## src/rtl/led_cmd_scheduler_pkg.sv

```systemverilog
// Shared types for the LED command scheduler: operation and state encodings,
// the IR remote code table and the IR byte decoder.
package led_ctrl_pkg;

  typedef enum logic [2:0] {
    OP_NOP,
    OP_LOAD,
    OP_INC,
    OP_DEC,
    OP_TOGGLE_BUZ
  } op_e;

  typedef enum logic [1:0] {
    ST_IDLE,
    ST_APPLY,
    ST_HOLD
  } state_e;

  typedef struct packed {
    op_e        op;
    logic [3:0] digit;
  } cmd_t;

  localparam logic [7:0] IR_DIGIT_0    = 8'h68;
  localparam logic [7:0] IR_DIGIT_1    = 8'h30;
  localparam logic [7:0] IR_DIGIT_2    = 8'h18;
  localparam logic [7:0] IR_DIGIT_3    = 8'h7A;
  localparam logic [7:0] IR_DIGIT_4    = 8'h10;
  localparam logic [7:0] IR_DIGIT_5    = 8'h38;
  localparam logic [7:0] IR_DIGIT_6    = 8'h5A;
  localparam logic [7:0] IR_DIGIT_7    = 8'h42;
  localparam logic [7:0] IR_DIGIT_8    = 8'h4A;
  localparam logic [7:0] IR_DIGIT_9    = 8'h52;
  localparam logic [7:0] IR_INC        = 8'hA8;
  localparam logic [7:0] IR_DEC        = 8'hE0;
  localparam logic [7:0] IR_TOGGLE_BUZ = 8'h90;

  localparam logic [3:0] LED_MAX = 4'hF;

  // Map an IR command byte to an operation; unknown bytes come back as OP_NOP.
  function automatic cmd_t ir_decode(input logic [7:0] code);
    cmd_t cmd;
    cmd.op    = OP_NOP;
    cmd.digit = 4'd0;
    case (code)
      IR_DIGIT_0:    begin cmd.op = OP_LOAD; cmd.digit = 4'd0; end
      IR_DIGIT_1:    begin cmd.op = OP_LOAD; cmd.digit = 4'd1; end
      IR_DIGIT_2:    begin cmd.op = OP_LOAD; cmd.digit = 4'd2; end
      IR_DIGIT_3:    begin cmd.op = OP_LOAD; cmd.digit = 4'd3; end
      IR_DIGIT_4:    begin cmd.op = OP_LOAD; cmd.digit = 4'd4; end
      IR_DIGIT_5:    begin cmd.op = OP_LOAD; cmd.digit = 4'd5; end
      IR_DIGIT_6:    begin cmd.op = OP_LOAD; cmd.digit = 4'd6; end
      IR_DIGIT_7:    begin cmd.op = OP_LOAD; cmd.digit = 4'd7; end
      IR_DIGIT_8:    begin cmd.op = OP_LOAD; cmd.digit = 4'd8; end
      IR_DIGIT_9:    begin cmd.op = OP_LOAD; cmd.digit = 4'd9; end
      IR_INC:        cmd.op = OP_INC;
      IR_DEC:        cmd.op = OP_DEC;
      IR_TOGGLE_BUZ: cmd.op = OP_TOGGLE_BUZ;
      default:       cmd.op = OP_NOP;
    endcase
    return cmd;
  endfunction

endpackage

```

## src/rtl/led_cmd_scheduler_if.sv

```systemverilog
// IR request strobe plus the LED/buzzer/status outputs of the scheduler.
interface led_cmd_if;
  logic       irq_i;
  logic [7:0] command_i;
  logic [3:0] led_o;
  logic       buzzer_en_o;
  logic       beep_o;
  logic       busy_o;
  logic       op_done_o;
  logic       drop_o;

  modport master (
    output irq_i, command_i,
    input  led_o, buzzer_en_o, beep_o, busy_o, op_done_o, drop_o
  );

  modport slave (
    input  irq_i, command_i,
    output led_o, buzzer_en_o, beep_o, busy_o, op_done_o, drop_o
  );
endinterface

```

## src/rtl/led_cmd_scheduler_btn_sync_edge.sv

```systemverilog
// Synchroniser and press-edge detector for one active-low push-button.
// press is high for one cycle each time the synchronised level goes
// from released (1) to pressed (0).
module btn_sync_edge #(
  parameter int SYNC_STAGES = 2
) (
  input  logic clk,
  input  logic rst,
  input  logic btn_n,
  output logic press
);

  logic [SYNC_STAGES-1:0] sync_q;
  logic                   last_q;

  // Shift the raw pin through the synchroniser and remember the previous level.
  always_ff @(posedge clk) begin
    if (rst) begin
      sync_q <= '1;
      last_q <= 1'b1;
    end else begin
      sync_q <= {sync_q[SYNC_STAGES-2:0], btn_n};
      last_q <= sync_q[SYNC_STAGES-1];
    end
  end

  assign press = last_q & ~sync_q[SYNC_STAGES-1];

endmodule

```

## src/rtl/led_cmd_scheduler.sv

```systemverilog
// LED/buzzer command scheduler: collects IR and button requests into two
// pending slots, grants them round-robin, applies one op at a time with a
// hold-off afterwards and gates an acknowledgment beep.
//
// state    | meaning
// ---------+--------------------------------------------------------------
// ST_IDLE  | nothing in flight; grants a pending slot if any
// ST_APPLY | granted op is written into led/buzzer on the next edge
// ST_HOLD  | hold-off timer running; on its last cycle a pending slot is
//          | granted directly so back-to-back work keeps busy_o high
module led_cmd_scheduler
  import led_ctrl_pkg::*;
#(
  parameter int HOLD_CYCLES = 5_000_000,
  parameter int BEEP_CYCLES = 2_500_000,
  parameter int SYNC_STAGES = 2
) (
  input  logic     clk_i,
  input  logic     rst_i,
  input  logic     btn_inc_n_i,
  input  logic     btn_dec_n_i,
  input  logic     btn_buz_n_i,
  led_cmd_if.slave bus
);

  localparam int HOLD_W = (HOLD_CYCLES > 1) ? $clog2(HOLD_CYCLES) : 1;
  localparam int BEEP_W = $clog2(BEEP_CYCLES + 1);
  localparam logic [HOLD_W-1:0] HOLD_LOAD = HOLD_W'((HOLD_CYCLES > 0) ? HOLD_CYCLES - 1 : 0);
  localparam logic [BEEP_W-1:0] BEEP_LOAD = BEEP_W'(BEEP_CYCLES);

  logic press_inc, press_dec, press_buz;

  cmd_t   btn_req, ir_req, ir_slot, btn_slot, cur;
  logic   btn_req_vld, btn_lost, ir_req_vld, ir_bad;
  logic   ir_vld, btn_vld, rr_btn;
  logic   grant_ir, grant_btn, contested;
  state_e state, state_nxt;

  logic [HOLD_W-1:0] hold_cnt;
  logic [BEEP_W-1:0] beep_cnt;
  logic [3:0]        led_q, led_nxt;
  logic              buz_q, buz_nxt;
  logic              beep_start, beep_stop;
  logic              op_done_q, drop_q;

  btn_sync_edge #(.SYNC_STAGES(SYNC_STAGES)) u_sync_inc (
    .clk(clk_i), .rst(rst_i), .btn_n(btn_inc_n_i), .press(press_inc)
  );
  btn_sync_edge #(.SYNC_STAGES(SYNC_STAGES)) u_sync_dec (
    .clk(clk_i), .rst(rst_i), .btn_n(btn_dec_n_i), .press(press_dec)
  );
  btn_sync_edge #(.SYNC_STAGES(SYNC_STAGES)) u_sync_buz (
    .clk(clk_i), .rst(rst_i), .btn_n(btn_buz_n_i), .press(press_buz)
  );

  // Resolve same-cycle button edges with fixed priority inc > dec > buz.
  always_comb begin
    btn_req.op    = OP_NOP;
    btn_req.digit = 4'd0;
    btn_req_vld   = press_inc | press_dec | press_buz;
    btn_lost      = (press_inc & (press_dec | press_buz)) | (press_dec & press_buz);
    if (press_inc)      btn_req.op = OP_INC;
    else if (press_dec) btn_req.op = OP_DEC;
    else if (press_buz) btn_req.op = OP_TOGGLE_BUZ;
  end

  // Decode the IR byte; unknown codes become a drop instead of a request.
  always_comb begin
    ir_req     = ir_decode(bus.command_i);
    ir_req_vld = bus.irq_i && (ir_req.op != OP_NOP);
    ir_bad     = bus.irq_i && (ir_req.op == OP_NOP);
  end

  // Next state and grant decision.
  always_comb begin
    logic arbitrate;
    state_nxt = state;
    grant_ir  = 1'b0;
    grant_btn = 1'b0;
    contested = 1'b0;
    arbitrate = 1'b0;
    case (state)
      ST_IDLE:  arbitrate = 1'b1;
      ST_APPLY: state_nxt = (HOLD_CYCLES == 0) ? ST_IDLE : ST_HOLD;
      ST_HOLD: begin
        if (hold_cnt == '0) begin
          state_nxt = ST_IDLE;
          arbitrate = 1'b1;
        end
      end
      default:  state_nxt = ST_IDLE;
    endcase
    if (arbitrate) begin
      if (ir_vld && btn_vld) begin
        contested = 1'b1;
        grant_ir  = ~rr_btn;
        grant_btn = rr_btn;
      end else begin
        grant_ir  = ir_vld;
        grant_btn = btn_vld;
      end
      if (grant_ir || grant_btn) state_nxt = ST_APPLY;
    end
  end

  // State register.
  always_ff @(posedge clk_i) begin
    if (rst_i) state <= ST_IDLE;
    else       state <= state_nxt;
  end

  // Pending slots, round-robin pointer, granted op and drop pulse.
  always_ff @(posedge clk_i) begin
    if (rst_i) begin
      ir_vld   <= 1'b0;
      btn_vld  <= 1'b0;
      ir_slot  <= '{op: OP_NOP, digit: 4'd0};
      btn_slot <= '{op: OP_NOP, digit: 4'd0};
      cur      <= '{op: OP_NOP, digit: 4'd0};
      rr_btn   <= 1'b0;
      drop_q   <= 1'b0;
    end else begin
      if (contested) rr_btn <= ~rr_btn;

      if (grant_ir)       cur <= ir_slot;
      else if (grant_btn) cur <= btn_slot;

      // A request landing on the clearing edge refills the slot.
      if (ir_req_vld) begin
        ir_slot <= ir_req;
        ir_vld  <= 1'b1;
      end else if (grant_ir) begin
        ir_vld  <= 1'b0;
      end

      if (btn_req_vld && (!btn_vld || grant_btn)) begin
        btn_slot <= btn_req;
        btn_vld  <= 1'b1;
      end else if (grant_btn) begin
        btn_vld  <= 1'b0;
      end

      drop_q <= ir_bad | (ir_req_vld & ir_vld & ~grant_ir)
              | btn_lost | (btn_req_vld & btn_vld & ~grant_btn);
    end
  end

  // Hold-off down-counter, loaded as the op is applied.
  always_ff @(posedge clk_i) begin
    if (rst_i)                                 hold_cnt <= '0;
    else if (state == ST_APPLY)                hold_cnt <= HOLD_LOAD;
    else if (state == ST_HOLD && hold_cnt != '0) hold_cnt <= hold_cnt - HOLD_W'(1);
  end

  // Result of the granted op, with saturation and beep decision.
  always_comb begin
    led_nxt = led_q;
    buz_nxt = buz_q;
    case (cur.op)
      OP_LOAD:       led_nxt = cur.digit;
      OP_INC:        if (led_q != LED_MAX) led_nxt = led_q + 4'd1;
      OP_DEC:        if (led_q != 4'd0)    led_nxt = led_q - 4'd1;
      OP_TOGGLE_BUZ: buz_nxt = ~buz_q;
      default:       ;
    endcase
    beep_start = (cur.op == OP_TOGGLE_BUZ) ? buz_nxt : ((led_nxt != led_q) && buz_q);
    beep_stop  = (cur.op == OP_TOGGLE_BUZ) && !buz_nxt;
  end

  // Register the op result and the op_done pulse.
  always_ff @(posedge clk_i) begin
    if (rst_i) begin
      led_q     <= 4'd0;
      buz_q     <= 1'b0;
      op_done_q <= 1'b0;
    end else begin
      op_done_q <= (state == ST_APPLY);
      if (state == ST_APPLY) begin
        led_q <= led_nxt;
        buz_q <= buz_nxt;
      end
    end
  end

  // Beep down-counter: restarted by a trigger, cleared when the buzzer turns off.
  always_ff @(posedge clk_i) begin
    if (rst_i)                                 beep_cnt <= '0;
    else if (state == ST_APPLY && beep_start)  beep_cnt <= BEEP_LOAD;
    else if (state == ST_APPLY && beep_stop)   beep_cnt <= '0;
    else if (beep_cnt != '0)                   beep_cnt <= beep_cnt - BEEP_W'(1);
  end

  assign bus.led_o       = led_q;
  assign bus.buzzer_en_o = buz_q;
  assign bus.beep_o      = (beep_cnt != '0);
  assign bus.busy_o      = (state != ST_IDLE);
  assign bus.op_done_o   = op_done_q;
  assign bus.drop_o      = drop_q;

endmodule

```

## src/flat_wrapper.sv

```systemverilog
// flat-port wrapper written by rule: the top's interface ports become plain ports
module led_cmd_scheduler_flat import led_ctrl_pkg::*;
#(
  parameter int HOLD_CYCLES = 5_000_000,
  parameter int BEEP_CYCLES = 2_500_000,
  parameter int SYNC_STAGES = 2
)
  (clk_i, rst_i, btn_inc_n_i, btn_dec_n_i, btn_buz_n_i, bus_irq_i, bus_command_i, bus_led_o, bus_buzzer_en_o, bus_beep_o, bus_busy_o, bus_op_done_o, bus_drop_o);
  led_cmd_if bus_i ();
  input  logic clk_i;
  input  logic rst_i;
  input  logic btn_inc_n_i;
  input  logic btn_dec_n_i;
  input  logic btn_buz_n_i;
  input wire logic [$bits(bus_i.irq_i)-1:0] bus_irq_i;
  input wire logic [$bits(bus_i.command_i)-1:0] bus_command_i;
  output wire logic [$bits(bus_i.led_o)-1:0] bus_led_o;
  output wire logic [$bits(bus_i.buzzer_en_o)-1:0] bus_buzzer_en_o;
  output wire logic [$bits(bus_i.beep_o)-1:0] bus_beep_o;
  output wire logic [$bits(bus_i.busy_o)-1:0] bus_busy_o;
  output wire logic [$bits(bus_i.op_done_o)-1:0] bus_op_done_o;
  output wire logic [$bits(bus_i.drop_o)-1:0] bus_drop_o;
  assign bus_i.irq_i = bus_irq_i;
  assign bus_i.command_i = bus_command_i;
  assign bus_led_o = bus_i.led_o;
  assign bus_buzzer_en_o = bus_i.buzzer_en_o;
  assign bus_beep_o = bus_i.beep_o;
  assign bus_busy_o = bus_i.busy_o;
  assign bus_op_done_o = bus_i.op_done_o;
  assign bus_drop_o = bus_i.drop_o;
  led_cmd_scheduler #(.HOLD_CYCLES(HOLD_CYCLES), .BEEP_CYCLES(BEEP_CYCLES), .SYNC_STAGES(SYNC_STAGES)) u_core (.clk_i(clk_i), .rst_i(rst_i), .btn_inc_n_i(btn_inc_n_i), .btn_dec_n_i(btn_dec_n_i), .btn_buz_n_i(btn_buz_n_i), .bus(bus_i));
endmodule
```

## config.mk

```make
export PLATFORM = sky130hd
export DESIGN_NAME = led_cmd_scheduler_flat
export DESIGN_NICKNAME = d
export VERILOG_FILES = /design/src/rtl/led_cmd_scheduler_pkg.sv /design/src/rtl/led_cmd_scheduler_if.sv /design/src/rtl/led_cmd_scheduler_btn_sync_edge.sv /design/src/rtl/led_cmd_scheduler.sv /design/src/flat_wrapper.sv
export SDC_FILE = /design/constraint.sdc
export NUM_CORES = 1
export LEC_CHECK = 0
export ABC_CLOCK_PERIOD_IN_PS = 4050
export CELL_PAD_IN_SITES_DETAIL_PLACEMENT = 1
export CELL_PAD_IN_SITES_GLOBAL_PLACEMENT = 1
export CORE_MARGIN = 2
export CORE_UTILIZATION = 45
export DETAILED_ROUTE_END_ITERATION = 16
export PLACE_DENSITY_LB_ADDON = 0.15
export REMOVE_ABC_BUFFERS = 1
export SETUP_SLACK_MARGIN = 0.2
export SYNTH_ARGS = -nofsm -noshare
export SYNTH_HDL_FRONTEND = slang
export SYNTH_SLANG_ARGS = --single-unit
```

## constraint.sdc

```tcl
create_clock -name clk_i -period 4.05 [get_ports clk_i]
set_input_delay 0.81 -clock clk_i [delete_from_list [all_inputs] [get_ports clk_i]]
set_output_delay 0.81 -clock clk_i [all_outputs]
set_load 0.005 [all_outputs]
```

==> run metrics <==
DRC=0; outcome=completed; combinational share of power=32.7%; Worst path top cell family by delay=simple AND/OR/NAND/NOR gates; Synth area leaders=dfxtp_1 (39%), nor3_1 (5.4%), nor2_1 (4.6%), xnor2_1 (4.1%), a21oi_1 (4.0%); Post-CTS Setup Bufs=0; TritonCTS buffer count=9; Slew headroom=37.94%; worst path cell trace=or4_1 -> or3_1 -> nor3_2 -> inv_1 -> clkdlybuf4s50_1; fillers=1,106; Critical Path AT=2.65 ns; Yosys reg bits=83; Die ar.=10,230 µm²; Synth Flop Type=dfxtp_1; Routed WL=10.71 mm; clock skew after layout=0.008201 ns; GRT busiest layer=met2; io pins=23; CTS H-tree lvls=3; clock share of power=26.5%; Final Max Tran Viols=0; met1 Usage GRT=27.71%; Reg area=1662 µm²; CTS resizes=0; Core ar.=9196 µm²; clk buf depth=2; post-synthesis sequential area ratio=39.13%; die width=101.1 µm; most common cell in the netlist=dfxtp_1; fin crit period=3.462 ns; Hold Path Class=reg2reg; instance count on the critical path=5; detailed-placement wirelength estimate=7.754 mm; final std cells w/o fill=640; Syn Std Cell Area=4247 µm²; sw frac=35.06%; overall routing resource usage=22.57%; area leader, netlist=dfxtp_1; Vias=3,760; number of port buffers=22; DP Cell Count=625; first-pass GRT wire length=18.60 mm; worst vdd ir=0.2970 mV; GR Util met3=5.176%; Int Power=1.602 mW; CTS tree=done; CTS Hold Bufs=0; DIE HEIGHT=101.1 µm; max-cap viol count=0; slowest CP cell=or4_1; DR WL/cell=16.73 µm; Worst path max stage delay=0.58 ns; share of power burned in registers=40.7%; Net count, final=544; Worst-Margin Slew=0.9237 ns; Initial Util=46.18%; Yosys warning count=0; Post-synth EDFFs=0; Synth top area share=39.13%; hold path cells=1; post-route antenna net violation count=0; ANT cells=0; gr ovfl total=0; Fmax=288.9 MHz; Root Driver=clkbuf_8; FP Rows=35; GPL Wtd Cong=0.8446; number of global-route vias before repair=3,939; Post-synth top cells=dfxtp_1 (83), nor2_1 (52), nor3_1 (46); Synth cell types=65; Layout area overhead=12.32%; area of the multi-input gates=2441 µm²; largest net degree at the start of global routing=22; Clock Latency Late Sink=0.36 ns; Async S/R FF share, synth=0%; Clock Sinks=83; final hold vios=0; first drt pass iteration count=4; CP Class=reg2out; Final Cycle Share=85.48%; pwr dens=517.1 nW/µm²; share of layout cells above drive strength 1=9.452%; RSZ-0062 raised after global routing=false; Syn Area/Cell=8.310 µm²; Via density=5.875; antenna violations before repair=0; CP Buf/Inv Count=2; CP Capture Type=primary output; Pleak=1.679 nW; Syn Inst Count=511; CP required=3.24 ns; P_sw=864.6 µW; Final Setup Violations=0; met2 GRT Util=39.53%; drt first-iter violations=61; CTS clk-pin slew, worst paths=0.09 ns; largest fanout on the critical path=7; Setup TNS=0 ns; Setup crit start kind=flip-flop; R2R depth=7
==> final cells by class <==
type	instances	share of cell area [%]
flip-flops and latches	83	34.84
well taps	111	2.912
inverters	14	1.102
clock buffers	10	2.886
clock inverters	5	1.626
repair buffers	28	5.456
multi-input cells	389	51.18
==> sequential cells by signal, indices dropped and copies added (netlist names), 2 cells and up <==
| signal | cells |
|---|---|
| u_core.state | 2 |
| u_core.ir_slot | 7 |
| u_core.u_sync_dec.sync_q | 2 |
| u_core.btn_slot | 3 |
| u_core.cur | 7 |
| u_core.bus.led_o | 4 |
| u_core.u_sync_inc.sync_q | 2 |
| u_core.u_sync_buz.sync_q | 2 |
| u_core.hold_cnt | 23 |
| u_core.beep_cnt | 22 |
==> final timing paths <==
kind,start,to,slack (ns)
worst max-delay path,u_core.beep_cnt[16],bus_beep_o,0.59
worst min-delay path,u_core.u_sync_dec.sync_q[0],u_core.u_sync_dec.sync_q[1],0.41
worst max register to register,u_core.bus.led_o[1],u_core.beep_cnt[21],1.15
worst min register to register,u_core.u_sync_dec.sync_q[0],u_core.u_sync_dec.sync_q[1],0.41
==> routing by layer <==
layer / wire, µm / up-vias
met5: 0 / -
met4: 133 / 0
met3: 201 / 11
met2: 5420 / 27
met1: 4953 / 1846
li1: - / 1876
==> layout by cell type, fill, tap and decap left out, types with 8 or more instances in the layout <==
cell,count
nor3b_1,9
nor2b_1,8
clkbuf_8,10
o21ai_0,25
nor3_1,46
clkdlybuf4s50_1,21
nor4_1,10
a211oi_1,8
a21oi_1,34
nor2_1,52
or2_2,15
dfxtp_1,83
nand2b_1,8
inv_1,14
nand3_1,9
or3_1,14
xnor2_1,20
nand2_1,28
a31oi_1,8
xor2_1,14
nand3b_1,8
==> power groups by stage <==
stage                     Clock [mW]  Combinational (mW)  Sequential, mW
after floorplan                    0               0.610           0.995
after global placement             0               0.771            1.01
after detailed placement           0               0.804            1.02
after CTS                      0.677               0.810            1.00
after global routing           0.703               0.918            1.02
final                          0.654               0.808            1.00
==> stage by stage <==
stage	setup WS [ns]	area [µm²]	utilization [%]	hold slack, ns	total power [mW]
floorplan	1.395	4150	-	0.3895	1.604
global placement	0.5748	4549	49.47	0.3952	1.785
detailed placement	0.4795	4549	49.47	0.4004	1.823
CTS	0.5799	4765	51.81	0.4187	2.489
global route	0.3939	4770	51.86	0.4246	2.640
finish	0.5882	4770	51.86	0.4138	2.466
==> kinds of logic after synthesis <==
family / count (synthesis) / synth area share, %
AO/OA/AOI/OAI: 113 / 17.50
adder cells (fa/ha/maj): 6 / 1.709
XOR/XNOR: 34 / 7.012
flip-flops: 83 / 39.13
buffers and inverters: 39 / 3.506
AND/OR/NAND/NOR: 230 / 29.70
multiplexers: 6 / 1.444
Power figures use the tool's default switching activity.
==> edit 1: new RTL, same flow settings <==
`BEEP_CYCLES` is set to 2_500_000 in 2 places; all go to 5_000_000.
--- a/src/rtl/led_cmd_scheduler.sv
+++ b/src/rtl/led_cmd_scheduler.sv
@@ -12,7 +12,7 @@
   import led_ctrl_pkg::*;
 #(
   parameter int HOLD_CYCLES = 5_000_000,
-  parameter int BEEP_CYCLES = 2_500_000,
+  parameter int BEEP_CYCLES = 5_000_000,
   parameter int SYNC_STAGES = 2
 ) (
   input  logic     clk_i,
--- a/src/flat_wrapper.sv
+++ b/src/flat_wrapper.sv
@@ -2,7 +2,7 @@
 module led_cmd_scheduler_flat import led_ctrl_pkg::*;
 #(
   parameter int HOLD_CYCLES = 5_000_000,
-  parameter int BEEP_CYCLES = 2_500_000,
+  parameter int BEEP_CYCLES = 5_000_000,
   parameter int SYNC_STAGES = 2
 )
   (clk_i, rst_i, btn_inc_n_i, btn_dec_n_i, btn_buz_n_i, bus_irq_i, bus_command_i, bus_led_o, bus_buzzer_en_o, bus_beep_o, bus_busy_o, bus_op_done_o, bus_drop_o);
Function: no difference found for any inputs over 10 cycles, from zero or initial values and one cycle with rst_i high; that may be too few to reach the edited logic, so the function may still have changed.
==> edit 1 against the original RTL <==
Total power grew 8.5%. Wire length shrank 1.3%. Synthesized area up 1.7%. Design area is 2.5% higher. Non-clock buffer count shrank 2. Via count up 1.1%. Worst setup slack better by 0.023 ns. Sequential cell count increased by 1. Largest power group unchanged.
==> edit 1: results (changes against the original RTL) <==
worst flop-to-flop path endpoint=u_core.beep_cnt[1]; detailed placement HPWL=7480 µm (-3.6%); combinational group share of total power=32.6% (about the same); Clock Latency Late Sink=0.36 ns (about the same); Setup WS pre-CTS=0.816 ns (+0.337 ns); post-DR wirelength/cell=15.9 µm (-5.2%); CP peak stage delay=0.61 ns (+0.03 ns); post-synthesis compound-gate area fraction=18.5% (+1.0 points); setup ws final=0.611 ns (+0.0228 ns); crit path max fanout=13 (+6); largest registers=u_core.beep_cnt x23, u_core.hold_cnt x23; clock skew=0.0102 ns (+0.00203 ns); Max VDD drop=0.000203 V (-32%); synth cell count leaders=dfxtp_1 (84), nor2_1 (62), nand2_1 (40), a21oi_1 (29), xor2_1 (24); met1 Track Usage GR=26.8% (-0.89 points); post-synthesis mux area share=2.35% (+0.90 points); layout net count=551 (+1.3%); critical path arrival=2.63 ns (-0.02 ns); WHS=0.416 ns (+0.00204 ns); placed standard-cell area=4630 µm² (+1.8%); vias in the first global route=3822 (-3.0%); Synth area leaders=dfxtp_1 (39%), nor2_1 (5.4%), xor2_1 (4.9%); R2R cell count=8 (+1); WL met2=5020 µm (-7.4%); final WL=10600 µm (-1.3%); Hold Crit Start=u_core.u_sync_buz.sync_q[0]; number of vias per cell=5.71 (-2.8%); crit path launch=u_core.beep_cnt[3]; Syn Inst Count=518 (+1.4%); static leakage=1.73 nW (+3.1%); outcome=finished clean; clock power share=27.7% (+1.2 points); Distinct cells, synth=69 (+6.2%); part of the Yosys area used for sequential elements=38.9% (-0.21 points); met3 WL=317 µm (+58%); reg2reg setup slack=1.18 ns (+0.03 ns); share of cells above drive strength 1=9.31% (-0.14 points); Internal Power=1.74 mW (+8.5%); gr usage total=21.6% (-1.0 points); global placement routability congestion=0.834 (-1.3%); Synth Area in Adders=1.45% (-0.26 points); Routed met1 length=4990 µm (+0.71%); DRT iter0 DRCs=152 (+150%); first-pass GRT wire length=18000 µm (-3.4%); grt met2 use=36.9% (-2.6 points)
## edit 1: cell types whose count changed in the layout (fill, tap and decap cells not counted), moves of 5 or more
cell	change
nor3_1	-26
nand2_1	+12
nor2_1	+10
xor2_1	+10
or3_1	-8
xnor2_1	-8
nor3b_1	-6
a21boi_0	+5
a21oi_1	-5
a31oi_1	-5
nand3_1	+5
## edit 1: worst register-to-register path, stage by stage (launching register included)
cell and delay, ns:
dfxtp_1 0.54, ha_1 0.36, nand3_1 0.16, a2111oi_1 0.59
a211oi_1 0.17, o41ai_1 0.39, o211ai_1 0.14, buf_4 0.21
a211oi_1 0.23
## edit 1: area by class of cell
class | count | area [µm²]
fillers | 1103 | 4400
well taps | 129 | 161
inverters | 11 | 41.3
repair buffers | 26 | 250
flip-flops and latches | 84 | 1680
multi-input cells | 400 | 2500
clock buffers | 11 | 141
clock inverters | 5 | 108
==> edit 2: new RTL, same flow settings <==
Made on the original files. Encoding of `state_e`: now one-hot (3 bits for 3 states).
--- a/src/rtl/led_cmd_scheduler_pkg.sv
+++ b/src/rtl/led_cmd_scheduler_pkg.sv
@@ -10,10 +10,10 @@
     OP_TOGGLE_BUZ
   } op_e;
 
-  typedef enum logic [1:0] {
-    ST_IDLE,
-    ST_APPLY,
-    ST_HOLD
+  typedef enum logic [2:0] {
+    ST_IDLE  = 3'b001,
+    ST_APPLY = 3'b010,
+    ST_HOLD  = 3'b100
   } state_e;
 
   typedef struct packed {
Behaviour: no difference found for any inputs over 10 cycles, from zero or initial values and one cycle with rst_i high; not proved beyond that.
==> edit 2 against the original RTL <==
Die area is 5.7% higher. Utilization is 0.31 points lower. Count of clock-buffer cells in the layout rose by 1. Design area increased by 5.2%. Synthesized area rose by 6.0%. Register-to-register slack worse by 0.10 ns. Sequential cell count up 1. Combinational power increased by 13%. Wire length rose by 2.0%. Clock skew rose by 0.0058 ns. Synthesized cell count grew 6.5%. Worst setup slack got worse by 0.025 ns. Total power up 4.7%.
==> edit 2: results (changes against the original RTL) <==
Routed met1 length=5320 µm (+7.4%); Non-CTS inverters=17 (+3); share of cells above drive strength 1=8.77% (-0.69 points); part of the Yosys area used for sequential elements=37.4% (-1.8 points); Synth Area in Adders=1.61% (-0.096 points); post-synthesis compound-gate area fraction=17.2% (-0.26 points); WL met2=5190 µm (-4.3%); Distinct cells, synth=62 (-4.6%); crit path max fanout=8 (+1); CLK BUF=11 (+1); clock skew=0.0140 ns (+0.00584 ns); outcome=finished clean; Register Area=1680 µm² (+1.2%); first-pass GRT wire length=19100 µm (+2.6%); post-DR wirelength/cell=15.8 µm (-5.6%); placed standard-cell area=4800 µm² (+5.6%); multi-input gates=414 (+6.4%); FMAX=287 MHz (-0.71%); met3 WL=319 µm (+59%); synth cell count leaders=dfxtp_1 (84), nor2_1 (61), a21oi_1 (39), nand2_1 (35), nor3_1 (27); reg2reg setup slack=1.05 ns (-0.10 ns); vias=3976 (+5.7%); pin count of the biggest net entering global routing=47 (+110%); grt met2 use=35.6% (-3.9 points); global placement routability congestion=0.830 (-1.7%); synthesized flop and latch total=84 (+1.2%); met3 Use GR=4.82% (-0.35 points); clock-cell share of area=4.22% (-0.30 points); fill cell count=1204 (+8.9%); layout net count=573 (+5.3%); DRT iter0 DRCs=136 (+120%)
==> edit 2: where the power goes <==
group | internal (mW) | switching, mW | total, mW | leakage, nW
sequential | 0.927 | 0.112 | 1.04 | 0.683
clock | 0.318 | 0.312 | 0.630 | 0.0938
combinational | 0.405 | 0.508 | 0.913 | 0.985
==> edit 2: critical path, cell delays in order (launching register included) <==
cell and delay (ns):
dfxtp_1 0.34, inv_1 0.06, ha_1 0.19, nor4b_1 0.48, nand2_1 0.27, nor3_1 0.27
buf_4 0.20, inv_1 0.05, clkdlybuf4s50_1 0.43
==> edit 2: final timing paths <==
path	start	to	depth (start not counted)
setup / recovery	u_core.beep_cnt[0]	bus_beep_o	8
hold reg to reg	u_core.u_sync_buz.sync_q[0]	u_core.u_sync_buz.sync_q[1]	1
setup reg to reg	u_core.hold_cnt[3]	u_core.cur[6]	6
hold / removal	u_core.u_sync_buz.sync_q[0]	u_core.u_sync_buz.sync_q[1]	1
